--- src/rtl/piso_serializer.sv ---
// Parallel-in / serial-out shifter with a one-word holding buffer so that
// back-to-back words stream with no gap bit. Valid/ready load, shift_en consume.
module piso_serializer #(
  parameter int unsigned WIDTH     = 8,
  parameter bit          LSB_FIRST = 1'b0
) (
  input  logic             clk,
  input  logic             reset,
  input  logic             load_valid,
  output logic             load_ready,
  input  logic [WIDTH-1:0] parallel_in,
  input  logic             shift_en,
  output logic             serial_out,
  output logic             serial_valid,
  output logic             frame_start,
  output logic             frame_end,
  output logic             busy
);

  localparam int unsigned      CNT_W = (WIDTH > 1) ? $clog2(WIDTH) : 1;
  localparam logic [CNT_W-1:0] LAST  = CNT_W'(WIDTH - 1);

  typedef enum logic {IDLE, SHIFT} state_t;

  state_t           state, state_nx;
  logic [WIDTH-1:0] sr, sr_nx;
  logic [WIDTH-1:0] hb, hb_nx;
  logic [CNT_W-1:0] cnt, cnt_nx;
  logic             hb_full, hb_full_nx;

  logic             accept;
  logic             last_bit;
  logic [WIDTH-1:0] sr_shift;

  assign accept   = load_valid && load_ready;
  assign last_bit = (cnt == LAST);
  assign sr_shift = LSB_FIRST ? {1'b0, sr[WIDTH-1:1]} : {sr[WIDTH-2:0], 1'b0};

  // State and datapath registers
  always_ff @(posedge clk or posedge reset) begin
    if (reset) begin
      state   <= IDLE;
      sr      <= '0;
      hb      <= '0;
      cnt     <= '0;
      hb_full <= 1'b0;
    end else begin
      state   <= state_nx;
      sr      <= sr_nx;
      hb      <= hb_nx;
      cnt     <= cnt_nx;
      hb_full <= hb_full_nx;
    end
  end

  // Next-state: load, shift, stall and frame-completion handoff
  always_comb begin
    state_nx   = state;
    sr_nx      = sr;
    hb_nx      = hb;
    cnt_nx     = cnt;
    hb_full_nx = hb_full;
    unique case (state)
      IDLE: begin
        if (accept) begin
          sr_nx    = parallel_in;
          cnt_nx   = '0;
          state_nx = SHIFT;
        end
      end
      SHIFT: begin
        if (shift_en && last_bit) begin
          // Buffered word wins; load_ready is low then, so no accept can collide
          cnt_nx = '0;
          if (hb_full) begin
            sr_nx      = hb;
            hb_full_nx = 1'b0;
          end else if (accept) begin
            sr_nx = parallel_in;
          end else begin
            sr_nx    = '0;
            state_nx = IDLE;
          end
        end else begin
          if (shift_en) begin
            sr_nx  = sr_shift;
            cnt_nx = cnt + CNT_W'(1);
          end
          if (accept) begin
            hb_nx      = parallel_in;
            hb_full_nx = 1'b1;
          end
        end
      end
      default: state_nx = IDLE;
    endcase
  end

  // Outputs decode registered state only
  assign serial_valid = (state == SHIFT);
  assign serial_out   = serial_valid && (LSB_FIRST ? sr[0] : sr[WIDTH-1]);
  assign frame_start  = serial_valid && (cnt == '0);
  assign frame_end    = serial_valid && last_bit;
  assign busy         = (state == SHIFT) || hb_full;
  assign load_ready   = !hb_full;

endmodule
--- config.mk ---
export PLATFORM = sky130hd
export DESIGN_NAME = piso_serializer
export DESIGN_NICKNAME = d
export VERILOG_FILES = /design/src/rtl/piso_serializer.sv
export SDC_FILE = /design/constraint.sdc
export NUM_CORES = 1
export LEC_CHECK = 0
export BUFFER_PORTS_ARGS = -buffer_cell sky130_fd_sc_hd__buf_2
export CORE_AREA = 2 2 50 52
export DETAILED_ROUTE_END_ITERATION = 10
export DIE_AREA = 0 0 52 54
export HOLD_SLACK_MARGIN = 0.15
export PLACE_DENSITY = 0.77
export SYNTH_ARGS = -nofsm -noshare
export SYNTH_HDL_FRONTEND = slang
export SYNTH_SLANG_ARGS = --single-unit
--- constraint.sdc ---
create_clock -name clk -period 2.8 [get_ports clk]
set_input_delay 0.42 -clock clk [delete_from_list [all_inputs] [get_ports clk]]
set_output_delay 0.42 -clock clk [all_outputs]
set_load 0.01 [all_outputs]
==> flow_summary.json <==
{
  "final_nets": 144,
  "cts_buffer_depth": 2,
  "cpMaxStageDelayCell": "nand4_1",
  "finalWeightedCongestion": 0.738,
  "wl_met2_um": 1250,
  "yosys_register_bits": 21,
  "grt_start_max_net_pins": 23,
  "cts_tree": "built",
  "drive_above_1_share_pct": 24.2,
  "cpLargestDelayFamily": "simple AND/OR/NAND/NOR gates",
  "drc": 0,
  "wl_per_cell_um": 16.1,
  "crit_buf_inv": 0,
  "fin_tns_setup_ns": 0,
  "antenna_left": 0,
  "worst_slew_pin_slew_ns": 0.790,
  "path_common_cell": "ha_1",
  "core_area_sq_um": 2320,
  "yosys_warnings": 0,
  "clockRootBuffer": "clkbuf_4",
  "drtPass1Iterations": 4,
  "htreeDepth": 1,
  "synthMostInstantiatedCell": "dfrtp_1",
  "grt_antenna_before_repair": 0,
  "synth_common_cells": "dfrtp_1 (21), o21ai_0 (10), and2_1 (8), mux2_2 (8), nand2_1 (8)",
  "grt-ovfl-total": 0,
  "syn_area_per_cell_sq_um": 10.1,
  "grt_pass1_wl_um": 4270,
  "cts-hold-fix-buffers": 0,
  "syn-instance-count": 117,
  "final-hold-violation-count": 0,
  "nFillCells": 232,
  "drt_iter0_drc": 10,
  "worstPathMaxFanout": 11,
  "synth_area_sq_um": 1180,
  "worst_setup_path_start_kind": "register",
  "fp.dieH_um": 54,
  "finalCritPeriodShare_pct": 80.2,
  "slew_headroom_pct": 47.3,
  "vdd_ir_drop_max_mv": 0.592,
  "holdCritPathClass": "input port to asynchronous set/reset pin",
  "insertion_delay_ns": 0.31,
  "dp_cells": 154,
  "layoutNonFillerInstCount": 158,
  "wl_met3_um": 62,
  "crit_required_ns": 3.01,
  "synth_ff_type": "dfrtp_1",
  "clock_skew_ns": 0.00700,
  "row_count": 18,
  "start_util_pct": 50.9,
  "setup_viol": 0,
  "finalCriticalPeriod_ns": 2.24,
  "top_layer_used": "met4",
  "max_stage_delay_ns": 0.45,
  "cp.arrival_ns": 2.45,
  "grt_usage_pct": 20.9,
  "critPathKind": "register to register",
  "ys_async_sr_fraction_pct": 100,
  "cts_resized": 0,
  "rsz0062_at_grt": "false",
  "fmax_mhz": 446,
  "clock-sinks": 21,
  "outcome": "completed",
  "synth_edf_count": 0,
  "grt_pass1_vias": 920,
  "seq_area_frac_synth_pct": 44.5,
  "hpwlAfterDp_um": 1750,
  "power_mw": 1.24,
  "vias_per_cell": 5.84,
  "synth_nets": 132,
  "diodes": 0,
  "die_x_um": 52,
  "synth_top_area_cell": "dfrtp_1",
  "routed_wirelength_um": 2550,
  "num_vias": 923,
  "met1_length_um": 1190,
  "crit_chain": "ha_1, ha_1, nand2_1, nand4_1, mux2_2",
  "synth_cell_type_count": 25,
  "synth.top_cell.area_share_pct": 44.5,
  "p_leak_nw": 0.620,
  "critPathCaptureType": "register",
  "synth_top_cells_by_area": "dfrtp_1 (44%), mux2_2 (7.6%), a2bb2oi_1 (5.2%), a21o_1 (4.4%), and3b_1 (4.4%)",
  "io_pins": 18,
  "syn2layout_area_growth_pct": 8.58,
  "die_area_sq_um": 2810,
  "numCtsBuffers": 3,
  "portBuffers": 17,
  "slew_viol_final": 0,
  "p_per_area_nw_per_um2": 964,
  "path_clk_slew_ns": 0.12,
  "maxCapViolCount": 0,
  "postCtsSetupRepairBufs": 0
}
final timing paths:
| path | start | endpoint | slack [ns] | cells after the start |
|---|---|---|---|---|
| min in group clk | parallel_in[0] | hb[0] | 0.36 | 2 |
| max | cnt[0] | hb[4] | 0.56 | 5 |
| max in group asynchronous | reset | sr[4] | 2.08 | 2 |
| min reg2reg | hb[2] | hb[2] | 0.51 | 1 |
| max reg2reg | cnt[0] | hb[4] | 0.56 | 5 |
| min | reset | hb[3] | 0.23 | 2 |
stage by stage:
step / util [%] / cell area (sq um) / hold slack, ns / worst slack [ns]
2_1_floorplan: - / 1180 / 0.397 / 1.06
4_1_cts: 55.3 / 1280 / 0.255 / 0.552
3_3_place_gp: 54.1 / 1250 / 0.478 / 0.725
5_1_grt: 55.3 / 1280 / 0.297 / 0.399
3_5_place_dp: 54.1 / 1250 / 0.485 / 0.575
6_report: 55.3 / 1280 / 0.229 / 0.556
registers in the layout, indices dropped and copies added, names as in the netlist:
| name | cells |
|---|---|
| cnt | 3 |
| hb | 8 |
| hb_full | 1 |
| serial_valid | 1 |
| sr | 8 |
routing by layer:
layer | vias to the layer above | GRT usage [%]
met2 | 13 | 30.6
met5 | - | 0
met3 | 5 | 3.61
met4 | 0 | 11.4
met1 | 460 | 29.4
li1 | 445 | -
final cells by class:
cell class                      instances  area [sq um]  share of cell area, %
Inverter                                5          18.8                   1.46
Sequential cell                        21           526                   41.0
Tap cell                               30          37.5                   2.93
Clock buffer                            3          22.5                   1.76
Timing Repair Buffer                   17          85.1                   6.63
Multi-Input combinational cell         81           588                   45.9
Clock inverter                          1          5.00                  0.390
power breakdown:
group | leakage [nW] | internal, mW | switching (mW) | total, mW
combinational | 0.364 | 0.285 | 0.233 | 0.518
sequential | 0.239 | 0.446 | 0.122 | 0.568
clock | 0.0177 | 0.0535 | 0.0965 | 0.150
cell families after synthesis:
| logic type | Yosys count | synth area share [%] |
|---|---|---|
| buffers and inverters | 15 | 5.72 |
| and+or+nand+nor | 35 | 17.9 |
| AOI/OAI and AO/OA | 35 | 21.1 |
| DFF | 21 | 44.5 |
| muxes | 8 | 7.63 |
| adders and majority gates | 3 | 3.18 |
layout by cell type (no fill, tap or decap), drive strengths merged, types with 5 or more instances in the layout:
cell     instances
dfrtp           21
buf             17
o21ai           10
nand2            9
mux2             8
and2             8
a21o             7
a2bb2oi          7
and3b            6
o311ai           6
inv              5
Note: power is estimated with default switching activity, not from simulation.
